==> config.mk <==
export PLATFORM = sky130hd
export DESIGN_NAME = axi4_lite_slave_decoder_flat
export DESIGN_NICKNAME = d
export VERILOG_FILES = /design/src/rtl/axi4_lite_pkg.sv /design/src/rtl/axi4_lite_slave_decoder_if.sv /design/src/rtl/axi4_lite_addr_decode.sv /design/src/rtl/axi4_lite_slave_decoder.sv /design/src/flat_wrapper.sv
export SDC_FILE = /design/constraint.sdc
export NUM_CORES = 1
export LEC_CHECK = 0
export ABC_AREA = 1
export CAP_MARGIN = 20
export CORE_UTILIZATION = 36
export CTS_CLUSTER_SIZE = 12
export DETAILED_ROUTE_END_ITERATION = 7
export GPL_TIMING_DRIVEN = 0
export MAX_ROUTING_LAYER = met4
export PLACE_DENSITY = 0.75
export SLEW_MARGIN = 10
export SYNTH_ARGS = -nofsm -noshare
export SYNTH_HDL_FRONTEND = slang
export SYNTH_SLANG_ARGS = --single-unit
==> constraint.sdc <==
create_clock -name ACLK -period 2.4 [get_ports ACLK]
set_clock_uncertainty 0.2 [all_clocks]
set_input_delay 0.6 -clock ACLK [delete_from_list [all_inputs] [get_ports ACLK]]
set_output_delay 0.6 -clock ACLK [all_outputs]
set_load 0.05 [all_outputs]
==> src/rtl/axi4_lite_pkg.sv <==
// Shared types for the AXI4-Lite multi-peripheral slave decoder.
//   resp_t     : AXI response encoding
//   wr_state_t : write-path FSM states
//   rd_state_t : read-path FSM states
package axi4_lite_pkg;

  typedef enum logic [1:0] {
    OKAY   = 2'b00,
    EXOKAY = 2'b01,
    SLVERR = 2'b10,
    DECERR = 2'b11
  } resp_t;

  typedef enum logic [1:0] {
    W_IDLE,
    W_REQ,
    W_WAIT,
    W_RESP
  } wr_state_t;

  typedef enum logic [1:0] {
    R_IDLE,
    R_REQ,
    R_WAIT,
    R_RESP
  } rd_state_t;

endpackage

==> src/rtl/axi4_lite_slave_decoder_if.sv <==
// AXI4-Lite bus bundle.
//   slave  modport : used by the decoder (drives ready, B and R channels)
//   master modport : used by whoever drives requests (interconnect / bench)
interface axi4_lite_slave_decoder_if #(
  parameter int unsigned DATA_WIDTH    = 32,
  parameter int unsigned ADDRESS_WIDTH = 32
);
  import axi4_lite_pkg::*;

  logic [ADDRESS_WIDTH-1:0]  AWADDR;
  logic                      AWVALID;
  logic                      AWREADY;
  logic [DATA_WIDTH-1:0]     WDATA;
  logic [DATA_WIDTH/8-1:0]   WSTRB;
  logic                      WVALID;
  logic                      WREADY;
  resp_t                     BRESP;
  logic                      BVALID;
  logic                      BREADY;
  logic [ADDRESS_WIDTH-1:0]  ARADDR;
  logic                      ARVALID;
  logic                      ARREADY;
  logic [DATA_WIDTH-1:0]     RDATA;
  resp_t                     RRESP;
  logic                      RVALID;
  logic                      RREADY;

  modport slave (
    input  AWADDR, AWVALID, WDATA, WSTRB, WVALID, BREADY, ARADDR, ARVALID, RREADY,
    output AWREADY, WREADY, BRESP, BVALID, ARREADY, RDATA, RRESP, RVALID
  );

  modport master (
    output AWADDR, AWVALID, WDATA, WSTRB, WVALID, BREADY, ARADDR, ARVALID, RREADY,
    input  AWREADY, WREADY, BRESP, BVALID, ARREADY, RDATA, RRESP, RVALID
  );

endinterface

==> src/rtl/axi4_lite_addr_decode.sv <==
// Combinational window decoder: maps a byte address onto one of NUM_PERIPH
// equal windows starting at BASE_ADDR.
//   addr_i   : AXI byte address
//   mapped_o : address falls inside one of the windows
//   idx_o    : selected window index (valid when mapped_o)
//   offset_o : byte offset within the window
module axi4_lite_addr_decode #(
  parameter int unsigned              ADDRESS_WIDTH    = 32,
  parameter int unsigned              NUM_PERIPH       = 4,
  parameter int unsigned              PERIPH_ADDR_BITS = 12,
  parameter logic [ADDRESS_WIDTH-1:0] BASE_ADDR        = '0,
  parameter int unsigned              IdxW             = 2
) (
  input  logic [ADDRESS_WIDTH-1:0]    addr_i,
  output logic                        mapped_o,
  output logic [IdxW-1:0]             idx_o,
  output logic [PERIPH_ADDR_BITS-1:0] offset_o
);

  localparam int unsigned RelW = ADDRESS_WIDTH - PERIPH_ADDR_BITS;
  localparam logic [RelW-1:0] NumPeriph = RelW'(NUM_PERIPH);

  logic [RelW-1:0] rel;

  // Window number relative to window 0; wraps for addresses below BASE_ADDR,
  // which the explicit lower-bound compare rejects.
  assign rel      = addr_i[ADDRESS_WIDTH-1:PERIPH_ADDR_BITS]
                  - BASE_ADDR[ADDRESS_WIDTH-1:PERIPH_ADDR_BITS];
  assign mapped_o = (addr_i >= BASE_ADDR) && (rel < NumPeriph);
  assign idx_o    = rel[IdxW-1:0];
  assign offset_o = addr_i[PERIPH_ADDR_BITS-1:0];

endmodule

==> src/rtl/axi4_lite_slave_decoder.sv <==
// AXI4-Lite slave that fans one port out to NUM_PERIPH request/done
// peripherals. Independent write and read FSMs, DECERR on unmapped
// addresses, SLVERR when a peripheral does not answer within TIMEOUT_CYCLES.
//   ACLK, ARESET   : clock, synchronous active-high reset
//   axi            : AXI4-Lite slave bundle
//   per_w*         : write offset/data/strobe, one-hot write request
//   per_write_done, per_bresp : per-peripheral write completion/response
//   per_raddr, per_read_req   : read offset, one-hot read request
//   per_read_done, per_rdata, per_rresp : per-peripheral read completion
module axi4_lite_slave_decoder
  import axi4_lite_pkg::*;
#(
  parameter int unsigned              DATA_WIDTH       = 32,
  parameter int unsigned              ADDRESS_WIDTH    = 32,
  parameter int unsigned              NUM_PERIPH       = 4,
  parameter int unsigned              PERIPH_ADDR_BITS = 12,
  parameter logic [ADDRESS_WIDTH-1:0] BASE_ADDR        = '0,
  parameter int unsigned              TIMEOUT_CYCLES   = 256
) (
  input  logic                             ACLK,
  input  logic                             ARESET,
  axi4_lite_slave_decoder_if.slave         axi,
  output logic [PERIPH_ADDR_BITS-1:0]      per_waddr,
  output logic [DATA_WIDTH-1:0]            per_wdata,
  output logic [DATA_WIDTH/8-1:0]          per_wstrb,
  output logic [NUM_PERIPH-1:0]            per_write_req,
  input  logic [NUM_PERIPH-1:0]            per_write_done,
  input  logic [2*NUM_PERIPH-1:0]          per_bresp,
  output logic [PERIPH_ADDR_BITS-1:0]      per_raddr,
  output logic [NUM_PERIPH-1:0]            per_read_req,
  input  logic [NUM_PERIPH-1:0]            per_read_done,
  input  logic [DATA_WIDTH*NUM_PERIPH-1:0] per_rdata,
  input  logic [2*NUM_PERIPH-1:0]          per_rresp
);

  localparam int unsigned IdxW  = (NUM_PERIPH > 1) ? $clog2(NUM_PERIPH) : 1;
  localparam int unsigned CntW  = $clog2(TIMEOUT_CYCLES);
  localparam int unsigned StrbW = DATA_WIDTH / 8;
  localparam logic [CntW-1:0] CntLast = CntW'(TIMEOUT_CYCLES - 1);

  // Per-peripheral slices unpacked once so selection is a plain array index.
  resp_t                 wresp_arr [NUM_PERIPH];
  resp_t                 rresp_arr [NUM_PERIPH];
  logic [DATA_WIDTH-1:0] rdata_arr [NUM_PERIPH];

  for (genvar g = 0; g < NUM_PERIPH; g++) begin : g_unpack
    assign wresp_arr[g] = resp_t'(per_bresp[2*g +: 2]);
    assign rresp_arr[g] = resp_t'(per_rresp[2*g +: 2]);
    assign rdata_arr[g] = per_rdata[g*DATA_WIDTH +: DATA_WIDTH];
  end

  // ---------------------------------------------------------------- decode
  logic                        wdec_mapped, rdec_mapped;
  logic [IdxW-1:0]             wdec_idx, rdec_idx;
  logic [PERIPH_ADDR_BITS-1:0] wdec_offset, rdec_offset;

  axi4_lite_addr_decode #(
    .ADDRESS_WIDTH   (ADDRESS_WIDTH),
    .NUM_PERIPH      (NUM_PERIPH),
    .PERIPH_ADDR_BITS(PERIPH_ADDR_BITS),
    .BASE_ADDR       (BASE_ADDR),
    .IdxW            (IdxW)
  ) u_wdec (
    .addr_i  (axi.AWADDR),
    .mapped_o(wdec_mapped),
    .idx_o   (wdec_idx),
    .offset_o(wdec_offset)
  );

  axi4_lite_addr_decode #(
    .ADDRESS_WIDTH   (ADDRESS_WIDTH),
    .NUM_PERIPH      (NUM_PERIPH),
    .PERIPH_ADDR_BITS(PERIPH_ADDR_BITS),
    .BASE_ADDR       (BASE_ADDR),
    .IdxW            (IdxW)
  ) u_rdec (
    .addr_i  (axi.ARADDR),
    .mapped_o(rdec_mapped),
    .idx_o   (rdec_idx),
    .offset_o(rdec_offset)
  );

  // ------------------------------------------------------------ write path
  wr_state_t                   wr_state_q, wr_state_d;
  logic                        aw_held_q, aw_held_d, w_held_q, w_held_d;
  logic [PERIPH_ADDR_BITS-1:0] waddr_q;
  logic [DATA_WIDTH-1:0]       wdata_q;
  logic [StrbW-1:0]            wstrb_q;
  logic                        wmapped_q;
  logic [IdxW-1:0]             widx_q;
  logic [CntW-1:0]             wcnt_q, wcnt_d;
  resp_t                       bresp_q, bresp_d;
  logic                        awready, wready, aw_hs, w_hs;

  assign awready = !ARESET && (wr_state_q == W_IDLE) && !aw_held_q;
  assign wready  = !ARESET && (wr_state_q == W_IDLE) && !w_held_q;
  assign aw_hs   = axi.AWVALID && awready;
  assign w_hs    = axi.WVALID && wready;

  always_comb begin
    wr_state_d = wr_state_q;
    aw_held_d  = aw_held_q;
    w_held_d   = w_held_q;
    wcnt_d     = wcnt_q;
    bresp_d    = bresp_q;
    case (wr_state_q)
      W_IDLE: begin
        if (aw_hs) aw_held_d = 1'b1;
        if (w_hs)  w_held_d  = 1'b1;
        // Launch on the edge that completes the second handshake; the decode
        // result comes live from AWADDR if AW is handshaking this cycle.
        if ((aw_held_q || aw_hs) && (w_held_q || w_hs)) begin
          if (aw_hs ? wdec_mapped : wmapped_q) begin
            wr_state_d = W_REQ;
          end else begin
            wr_state_d = W_RESP;
            bresp_d    = DECERR;
          end
        end
      end
      W_REQ: begin
        wcnt_d     = '0;
        wr_state_d = W_WAIT;
      end
      W_WAIT: begin
        if (per_write_done[widx_q]) begin
          wr_state_d = W_RESP;
          bresp_d    = wresp_arr[widx_q];
        end else if (wcnt_q == CntLast) begin
          wr_state_d = W_RESP;
          bresp_d    = SLVERR;
        end else begin
          wcnt_d = wcnt_q + 1'b1;
        end
      end
      W_RESP: begin
        if (axi.BREADY) begin
          wr_state_d = W_IDLE;
          aw_held_d  = 1'b0;
          w_held_d   = 1'b0;
        end
      end
      default: wr_state_d = W_IDLE;
    endcase
  end

  always_ff @(posedge ACLK) begin
    if (ARESET) begin
      wr_state_q <= W_IDLE;
      aw_held_q  <= 1'b0;
      w_held_q   <= 1'b0;
      waddr_q    <= '0;
      wdata_q    <= '0;
      wstrb_q    <= '0;
      wmapped_q  <= 1'b0;
      widx_q     <= '0;
      wcnt_q     <= '0;
      bresp_q    <= OKAY;
    end else begin
      wr_state_q <= wr_state_d;
      aw_held_q  <= aw_held_d;
      w_held_q   <= w_held_d;
      wcnt_q     <= wcnt_d;
      bresp_q    <= bresp_d;
      if (aw_hs) begin
        waddr_q   <= wdec_offset;
        wmapped_q <= wdec_mapped;
        widx_q    <= wdec_idx;
      end
      if (w_hs) begin
        wdata_q <= axi.WDATA;
        wstrb_q <= axi.WSTRB;
      end
    end
  end

  // ------------------------------------------------------------- read path
  rd_state_t                   rd_state_q, rd_state_d;
  logic [PERIPH_ADDR_BITS-1:0] raddr_q;
  logic [IdxW-1:0]             ridx_q;
  logic [CntW-1:0]             rcnt_q, rcnt_d;
  resp_t                       rresp_q, rresp_d;
  logic [DATA_WIDTH-1:0]       rdata_q, rdata_d;
  logic                        arready, ar_hs;

  assign arready = !ARESET && (rd_state_q == R_IDLE);
  assign ar_hs   = axi.ARVALID && arready;

  always_comb begin
    rd_state_d = rd_state_q;
    rcnt_d     = rcnt_q;
    rresp_d    = rresp_q;
    rdata_d    = rdata_q;
    case (rd_state_q)
      R_IDLE: begin
        if (ar_hs) begin
          if (rdec_mapped) begin
            rd_state_d = R_REQ;
          end else begin
            rd_state_d = R_RESP;
            rresp_d    = DECERR;
            rdata_d    = '0;
          end
        end
      end
      R_REQ: begin
        rcnt_d     = '0;
        rd_state_d = R_WAIT;
      end
      R_WAIT: begin
        if (per_read_done[ridx_q]) begin
          rd_state_d = R_RESP;
          rresp_d    = rresp_arr[ridx_q];
          rdata_d    = rdata_arr[ridx_q];
        end else if (rcnt_q == CntLast) begin
          rd_state_d = R_RESP;
          rresp_d    = SLVERR;
          rdata_d    = '0;
        end else begin
          rcnt_d = rcnt_q + 1'b1;
        end
      end
      R_RESP: begin
        if (axi.RREADY) rd_state_d = R_IDLE;
      end
      default: rd_state_d = R_IDLE;
    endcase
  end

  always_ff @(posedge ACLK) begin
    if (ARESET) begin
      rd_state_q <= R_IDLE;
      raddr_q    <= '0;
      ridx_q     <= '0;
      rcnt_q     <= '0;
      rresp_q    <= OKAY;
      rdata_q    <= '0;
    end else begin
      rd_state_q <= rd_state_d;
      rcnt_q     <= rcnt_d;
      rresp_q    <= rresp_d;
      rdata_q    <= rdata_d;
      if (ar_hs) begin
        raddr_q <= rdec_offset;
        ridx_q  <= rdec_idx;
      end
    end
  end

  // --------------------------------------------------------------- outputs
  // Every output is forced low while ARESET is high, not just after the edge.
  assign axi.AWREADY   = awready;
  assign axi.WREADY    = wready;
  assign axi.BVALID    = !ARESET && (wr_state_q == W_RESP);
  assign axi.BRESP     = ARESET ? OKAY : bresp_q;
  assign axi.ARREADY   = arready;
  assign axi.RVALID    = !ARESET && (rd_state_q == R_RESP);
  assign axi.RRESP     = ARESET ? OKAY : rresp_q;
  assign axi.RDATA     = ARESET ? '0 : rdata_q;

  assign per_waddr     = ARESET ? '0 : waddr_q;
  assign per_wdata     = ARESET ? '0 : wdata_q;
  assign per_wstrb     = ARESET ? '0 : wstrb_q;
  assign per_raddr     = ARESET ? '0 : raddr_q;
  assign per_write_req = (!ARESET && (wr_state_q == W_REQ)) ? (NUM_PERIPH'(1) << widx_q) : '0;
  assign per_read_req  = (!ARESET && (rd_state_q == R_REQ)) ? (NUM_PERIPH'(1) << ridx_q) : '0;

endmodule

==> src/flat_wrapper.sv <==
// flat-port wrapper written by rule: the top's interface ports become plain ports
module axi4_lite_slave_decoder_flat import axi4_lite_pkg::*;
#(
  parameter int unsigned              DATA_WIDTH       = 32,
  parameter int unsigned              ADDRESS_WIDTH    = 32,
  parameter int unsigned              NUM_PERIPH       = 4,
  parameter int unsigned              PERIPH_ADDR_BITS = 12,
  parameter logic [ADDRESS_WIDTH-1:0] BASE_ADDR        = '0,
  parameter int unsigned              TIMEOUT_CYCLES   = 256
)
  (ACLK, ARESET, per_waddr, per_wdata, per_wstrb, per_write_req, per_write_done, per_bresp, per_raddr, per_read_req, per_read_done, per_rdata, per_rresp, axi_AWADDR, axi_AWVALID, axi_WDATA, axi_WSTRB, axi_WVALID, axi_BREADY, axi_ARADDR, axi_ARVALID, axi_RREADY, axi_AWREADY, axi_WREADY, axi_BRESP, axi_BVALID, axi_ARREADY, axi_RDATA, axi_RRESP, axi_RVALID);
  axi4_lite_slave_decoder_if #(.DATA_WIDTH(DATA_WIDTH), .ADDRESS_WIDTH(ADDRESS_WIDTH)) axi_i ();
  input  logic ACLK;
  input  logic ARESET;
  output logic [PERIPH_ADDR_BITS-1:0] per_waddr;
  output logic [DATA_WIDTH-1:0] per_wdata;
  output logic [DATA_WIDTH/8-1:0] per_wstrb;
  output logic [NUM_PERIPH-1:0] per_write_req;
  input  logic [NUM_PERIPH-1:0] per_write_done;
  input  logic [2*NUM_PERIPH-1:0] per_bresp;
  output logic [PERIPH_ADDR_BITS-1:0] per_raddr;
  output logic [NUM_PERIPH-1:0] per_read_req;
  input  logic [NUM_PERIPH-1:0] per_read_done;
  input  logic [DATA_WIDTH*NUM_PERIPH-1:0] per_rdata;
  input  logic [2*NUM_PERIPH-1:0] per_rresp;
  input wire logic [$bits(axi_i.AWADDR)-1:0] axi_AWADDR;
  input wire logic [$bits(axi_i.AWVALID)-1:0] axi_AWVALID;
  input wire logic [$bits(axi_i.WDATA)-1:0] axi_WDATA;
  input wire logic [$bits(axi_i.WSTRB)-1:0] axi_WSTRB;
  input wire logic [$bits(axi_i.WVALID)-1:0] axi_WVALID;
  input wire logic [$bits(axi_i.BREADY)-1:0] axi_BREADY;
  input wire logic [$bits(axi_i.ARADDR)-1:0] axi_ARADDR;
  input wire logic [$bits(axi_i.ARVALID)-1:0] axi_ARVALID;
  input wire logic [$bits(axi_i.RREADY)-1:0] axi_RREADY;
  output wire logic [$bits(axi_i.AWREADY)-1:0] axi_AWREADY;
  output wire logic [$bits(axi_i.WREADY)-1:0] axi_WREADY;
  output wire logic [$bits(axi_i.BRESP)-1:0] axi_BRESP;
  output wire logic [$bits(axi_i.BVALID)-1:0] axi_BVALID;
  output wire logic [$bits(axi_i.ARREADY)-1:0] axi_ARREADY;
  output wire logic [$bits(axi_i.RDATA)-1:0] axi_RDATA;
  output wire logic [$bits(axi_i.RRESP)-1:0] axi_RRESP;
  output wire logic [$bits(axi_i.RVALID)-1:0] axi_RVALID;
  assign axi_i.AWADDR = axi_AWADDR;
  assign axi_i.AWVALID = axi_AWVALID;
  assign axi_i.WDATA = axi_WDATA;
  assign axi_i.WSTRB = axi_WSTRB;
  assign axi_i.WVALID = axi_WVALID;
  assign axi_i.BREADY = axi_BREADY;
  assign axi_i.ARADDR = axi_ARADDR;
  assign axi_i.ARVALID = axi_ARVALID;
  assign axi_i.RREADY = axi_RREADY;
  assign axi_AWREADY = axi_i.AWREADY;
  assign axi_WREADY = axi_i.WREADY;
  assign axi_BRESP = axi_i.BRESP;
  assign axi_BVALID = axi_i.BVALID;
  assign axi_ARREADY = axi_i.ARREADY;
  assign axi_RDATA = axi_i.RDATA;
  assign axi_RRESP = axi_i.RRESP;
  assign axi_RVALID = axi_i.RVALID;
  axi4_lite_slave_decoder #(.DATA_WIDTH(DATA_WIDTH), .ADDRESS_WIDTH(ADDRESS_WIDTH), .NUM_PERIPH(NUM_PERIPH), .PERIPH_ADDR_BITS(PERIPH_ADDR_BITS), .BASE_ADDR(BASE_ADDR), .TIMEOUT_CYCLES(TIMEOUT_CYCLES)) u_core (.ACLK(ACLK), .ARESET(ARESET), .axi(axi_i), .per_waddr(per_waddr), .per_wdata(per_wdata), .per_wstrb(per_wstrb), .per_write_req(per_write_req), .per_write_done(per_write_done), .per_bresp(per_bresp), .per_raddr(per_raddr), .per_read_req(per_read_req), .per_read_done(per_read_done), .per_rdata(per_rdata), .per_rresp(per_rresp));
endmodule
==> flow_summary.ini, run 1 <==
[synth]
ys_ff_latch = 123
yosys_warnings = 0
yosysSeqAreaShare_pct = 34.9
synth.avg_cell_area_um2 = 6.19
netlist_instances = 1139
synthesis.area_mm2 = 0.00705
synth-main-ff-cell = dfxtp_1
synthTopCellsByCount = nor2_1 (234), nand2_1 (206), a21oi_1 (145)
yosys.area.top_type = dfxtp_1
ys_types = 32
synth_edf_count = 0
syn_nets = 1410
synth_async_sr_flop_share_pct = 0
netlist.area_leader.share_pct = 34.9
synthTopCellsByArea = dfxtp_1 (35%), nor2_1 (12%), nand2_1 (11%), a21oi_1 (10%), inv_1 (7.6%)
yosysMostFrequentCell = nor2_1

[floorplanning]
dieArea_mm2 = 0.0201
start_util_pct = 37.2
die_w_um = 142
rows = 50
io_pins = 368
die_h_um = 142
core_area_mm2 = 0.0190

[layout]
fill_cells = 1790
area_growth_pct = 67.6
fin_area_mm2 = 0.0118
drive_above_1_share_pct = 20.2
fin_cells = 1804
regArea_mm2 = 0.00246
multi_input_area_mm2 = 0.00413
nets = 1800

[cts]
cts-root-buf = clkbuf_16
cts.sinks = 123
cts_hold_buf = 0
clock_latency_ns = 0.43
htree_levels = 4
path_clk_slew_ns = 0.05
numCtsBuffers = 17
cts_tree = done
clk_path_buf_depth = 2

[timing]
setup_violations = 0
final.period_utilization_pct = 98.9
period_needed_ns = 2.37
worstMarginPinSlew_ns = 0.679
hold_violations = 0
fmax_mhz = 421
grt_setup_unrepaired = false
slew_viol_final = 0
fin_ws_ns = 0.0271
maxSlewHeadroom_pct = 54.7

[worst_setup_path]
critPathLaunchType = input pin
r2r_slack_ns = 0.14
worst_ep_required_time_ns = 1.60
critical_path_arrival_ns = 1.57
critical_path.cell_chain = buf_4 -> clkbuf_2 -> nor2_2 -> clkdlybuf4s18_2
reg2reg_to = u_core.rdata_q[7]$_SDFFE_PP0P_
cp.depth = 4
critPathMaxFanout = 10
end_kind = output port
setup.worst_path.end = axi_RDATA[14]
crit_family = buffers and inverters
crit_path_max_incr_delay_ns = 0.38
r2r.worst_path.cells = 10
startpoint = ARESET
critPathBufInv = 3
crit_slowest_cell = clkdlybuf4s18_2
rr_startpoint = u_core.ridx_q[0]$_SDFFE_PP0P_
crit_type = in2out

[power]
peakVddDrop_uv = 561
powerDensity_mw_per_mm2 = 954
p_leak_nw = 5.07

[placement]
place_congestion = 0.894
dp_hpwl_um = 22600
pre_cts_ws_ns = -1.08
post-place-cells = 1765
io_buffers = 366
place_area_mm2 = 0.0114

[grt]
grt_remaining_overflow = 0
grt_usage_pct = 29.8
grt_pass1_wl_um = 44500
antenna_found_initial = 2
grt_pass1_vias = 8574
grt_max_degree = 17

[drt]
drt_iter0_drc = 527
wl_per_cell_um = 16.1
drtPass1Iterations = 5
drt_wl_total_um = 29000
drc = 0
via_per_inst = 4.89
via_count = 8815
drt.antenna.violating_nets = 0

[hold_path]
hp-class = reg2reg

[status]
status = finished clean

[run]
drv_cap = 0
## layer usage
layer  GRT usage (%)  up-vias  wire length [µm]
met1            33.5     3990             11700
met4            12.8        0               965
li1                -     4408                 -
met5               -        -                 0
met3            7.29       65              2250
met2            50.4      352             14000
## worst min-delay path: cells and delay by family, from the launching register on
kind | cells | cell delay [ns]
flops | 1 | 0.29
buf+inv | 1 | 0.07
compound gates | 1 | 0.06
## layout make-up
class,instances,area share [%]
clock inverter,13,1.41
tap,260,2.75
clock buffer,19,3.83
sequential,123,20.8
buffer,66,3.57
multi-input combinational,804,35.0
inverter,146,4.72
antenna,2,0.0424
timing repair buffer,371,27.9
## cells in the final DEF, fill, tap and decap left out, drive strengths merged
cell type	n
o21ai	88
o211ai	9
inv	146
clkdlybuf4s18	1
o21bai	2
clkbuf	70
diode	2
clkdlybuf4s15	4
nor2	238
a21oi	155
nand4	12
dfxtp	123
bufinv	3
clkdlybuf4s50	257
and2	1
nand3	37
xor2	4
clkinv	5
or2	2
nor3b	1
ha	12
buf	124
a21boi	1
nand2	212
nor3	29
xnor2	1
clkinvlp	5
## timing repair
action	in CTS	in global routing
endpoints found under the setup margin	121	89
pin swaps	1	0
resized for setup	555	72
cloned	1	0
setup buffers	4	0
## power breakdown
part           leakage, nW  total (mW)  internal (mW)  switching (mW)
Clock                0.296        2.70           1.69            1.01
Sequential            1.01        2.75           2.59           0.166
Combinational         3.76        5.81           1.93            3.88
## cell families after synthesis
family                   after synthesis  share of synthesized area [%]
AND/OR/NAND/NOR                      532                           31.2
AO/OA/AOI/OAI                        255                           19.1
buffers and inverters                212                           12.0
flip-flops                           123                           34.9
adder cells (fa/ha/maj)               12                           2.13
XOR/XNOR                               5                          0.621
## worst min path at each step
stage                                      endpoint  slack (ns)                       startpoint  cells past startpoint
floorplan            u_core.raddr_q[1]$_SDFFE_PP0P_        0.25   u_core.raddr_q[1]$_SDFFE_PP0P_                      2
global placement     u_core.wdata_q[9]$_SDFFE_PP0P_        0.26   u_core.wdata_q[9]$_SDFFE_PP0P_                      2
detailed placement   u_core.wdata_q[3]$_SDFFE_PP0P_        0.26   u_core.wdata_q[3]$_SDFFE_PP0P_                      2
CTS                  u_core.wdata_q[3]$_SDFFE_PP0P_        0.27   u_core.wdata_q[3]$_SDFFE_PP0P_                      2
global route        u_core.waddr_q[11]$_SDFFE_PP0N_        0.29  u_core.waddr_q[11]$_SDFFE_PP0N_                      2
finish              u_core.wdata_q[31]$_SDFFE_PP0P_        0.27  u_core.wdata_q[31]$_SDFFE_PP0P_                      2
## sequential cells by signal (all words and copies together), names as in the netlist
register and count:
u_core.rdata_q 32, u_core.wdata_q 32, u_core.raddr_q 12, u_core.waddr_q 12
u_core.rcnt_q 8, u_core.wcnt_q 8, u_core.wstrb_q 4, u_core.bresp_q 2
u_core.rd_state_q 2, u_core.ridx_q 2, u_core.rresp_q 2, u_core.widx_q 2
u_core.wr_state_q 2, u_core.aw_held_q 1, u_core.w_held_q 1, u_core.wmapped_q 1
## per-stage QoR
stage	util (%)	power, mW	hold WS [ns]	TNS [ns]
after floorplan	-	6.75	0.248	-3.41
after global placement	60.2	8.51	0.258	-101.45
after detailed placement	60.2	8.62	0.264	-102.21
after CTS	62.6	11.2	0.273	0
after global routing	62.3	12.0	0.295	0
final	62.3	11.3	0.270	0
No activity file was read; power rests on OpenSTA's default activity.
==> run 2: changes to the inputs <==
Settings changed: CTS_CLUSTER_SIZE 12 to 30, GPL_TIMING_DRIVEN 0 to default, RECOVER_POWER from default to 25.
==> run 2 against run 1 <==
Effect of this change:
- core utilization rose by 2.8 points
- largest cell class is now non-clock buffers
- highest routed layer unchanged
- via count fell by 4.8%
- critical endpoint is now per_write_req[3]
- flip-flop and latch count did not move
- fmax rose by 2.1%
==> flow_summary.ini, run 2 (same netlist as run 1, synthesis figures left out) <==
[cts]
clock_latency_ns = 0.41
cts_hold_buf = 0
path_clk_slew_ns = 0.05
htree_levels = 4
cts-root-buf = clkbuf_16
cts.sinks = 123
numCtsBuffers = 17
clk_path_buf_depth = 2
cts_tree = done

[worst_setup_path]
critPathLaunchType = flip-flop
r2r.worst_path.cells = 12
crit_type = reg2out
end_kind = output port
critPathMaxFanout = 4
worst_ep_required_time_ns = 1.60
startpoint = u_core.wr_state_q[1]$_SDFFE_PP0P_
critical_path_arrival_ns = 1.52
rr_startpoint = u_core.wr_state_q[0]$_SDFFE_PP0P_

[floorplanning]
io_pins = 368
core_area_mm2 = 0.0190
die_h_um = 142
dieArea_mm2 = 0.0201
die_w_um = 142
rows = 50
start_util_pct = 37.2

[layout]
drive_above_1_share_pct = 19.7
fin_util_pct = 65.1
fill_cells = 1700
multi_input_area_mm2 = 0.00413
nets = 1764
regArea_mm2 = 0.00246
largestRegisters = u_core.rdata_q x32, u_core.wdata_q x32
final_cell_mix = clkdlybuf4s50_1 (257), nand2_1 (202), nor2_1 (152), a21oi_1 (145), inv_1 (141)
antenna_cells = 0
fin_area_mm2 = 0.0123
final_common_cell = clkdlybuf4s50_1
area_growth_pct = 75.2

[placement]
dp_hpwl_um = 20100
io_buffers = 367
place_area_mm2 = 0.0117
place_congestion = 0.907

[hold_path]
hold_depth = 2
hp-class = reg2reg
hold_path_startpoint = u_core.waddr_q[0]$_SDFFE_PP0N_

[drt]
drt.antenna.violating_nets = 0
via_per_inst = 4.76
drt_iter0_drc = 376
drtPass1Iterations = 5
drt_wl_total_um = 25800
via_count = 8393
wl_per_cell_um = 14.6
drc = 0

[power]
peakVddDrop_uv = 728
combinationalPowerShare_pct = 54.4
finalPower_mw = 11.4
powerDensity_mw_per_mm2 = 926
power_frac_seq_pct = 24.2
switchingPower_mw = 4.89
switching_share_pct = 42.8
internal_power_mw = 6.54
clkPwrFrac_pct = 21.4
p_leak_nw = 5.14

[grt]
grt_max_degree = 73
antenna_found_initial = 0
grt_remaining_overflow = 0
grt_pass1_vias = 8134
grt_usage_pct = 26.5
grt_pass1_wl_um = 40600

[timing]
maxSlewHeadroom_pct = 64.9
worstMarginPinSlew_ns = 0.527
fin_tns_setup_ns = 0
fmax_mhz = 430
grt_setup_unrepaired = true
slew_viol_final = 0
period_needed_ns = 2.32
hold_violations = 0
setup_violations = 0
final.period_utilization_pct = 96.8

[run]
drv_cap = 0

[status]
status = finished clean
==> run 2: cell types whose count changed in the layout (fill, tap and decap cells not counted), sizes merged <==
cell	delta
buf	+20
bufinv	-2
clkbuf	-48
clkdlybuf4s15	-4
clkdlybuf4s18	-1
clkinv	-2
diode	-2
==> run 2: layout make-up <==
type	count	share of cell area, %
tap	260	2.64
clock buffer	22	3.92
timing repair buffer	401	34.9
inverter	146	4.44
clock inverter	9	0.730
sequential	123	20.0
multi-input combinational	804	33.4
==> run 2: per-stage QoR <==
stage                     setup WS (ns)  hold WS [ns]  instances
final                            0.0770         0.271       1765
after global routing            -0.0135         0.291       1765
after CTS                       0.00241         0.272       1763
after detailed placement        -0.0133         0.263       1732
after global placement           0.0381         0.258       1732
after floorplan                 -0.0996         0.248       1139
==> run 2: worst paths after layout <==
check | end | slack (ns)
min | u_core.waddr_q[0]$_SDFFE_PP0N_ | 0.27
min reg2reg | u_core.waddr_q[0]$_SDFFE_PP0N_ | 0.27
max | per_write_req[3] | 0.08
max reg2reg | u_core.bresp_q[1]$_SDFFE_PP0P_ | 0.31
==> run 2: timing repair <==
| item | CTS | global route |
|---|---|---|
| setup endpoints to repair | 6 | 10 |
| pin swaps | 0 | 3 |
| gates resized for setup | 2 | 8 |
| setup buffers | 0 | 2 |
==> run 2: per-layer routing <==
layer | GRT usage [%] | vias up | part of all wire (%)
met4 | 11.4 | 0 | 3.3
met3 | 6.01 | 59 | 5.9
met1 | 30.0 | 3743 | 41
met2 | 44.7 | 279 | 50
li1 | - | 4312 | -
met5 | - | - | 0
==> run 2: critical path, stage by stage (launching register included) <==
cell and delay [ns]:
dfxtp_2 0.34, inv_2 0.09, ha_2 0.20, nand2_4 0.10, nor3_4 0.23, buf_12 0.16
==> run 2: power by group through the flow <==
stage                     sequential [mW]  clock, mW  combinational, mW
final                                2.76       2.44               6.22
after detailed placement             2.80          0               6.16
after CTS                            2.76       2.49               6.20
after floorplan                      2.75          0               4.00
after global routing                 2.82       2.59               6.81
after global placement               2.77          0               6.08
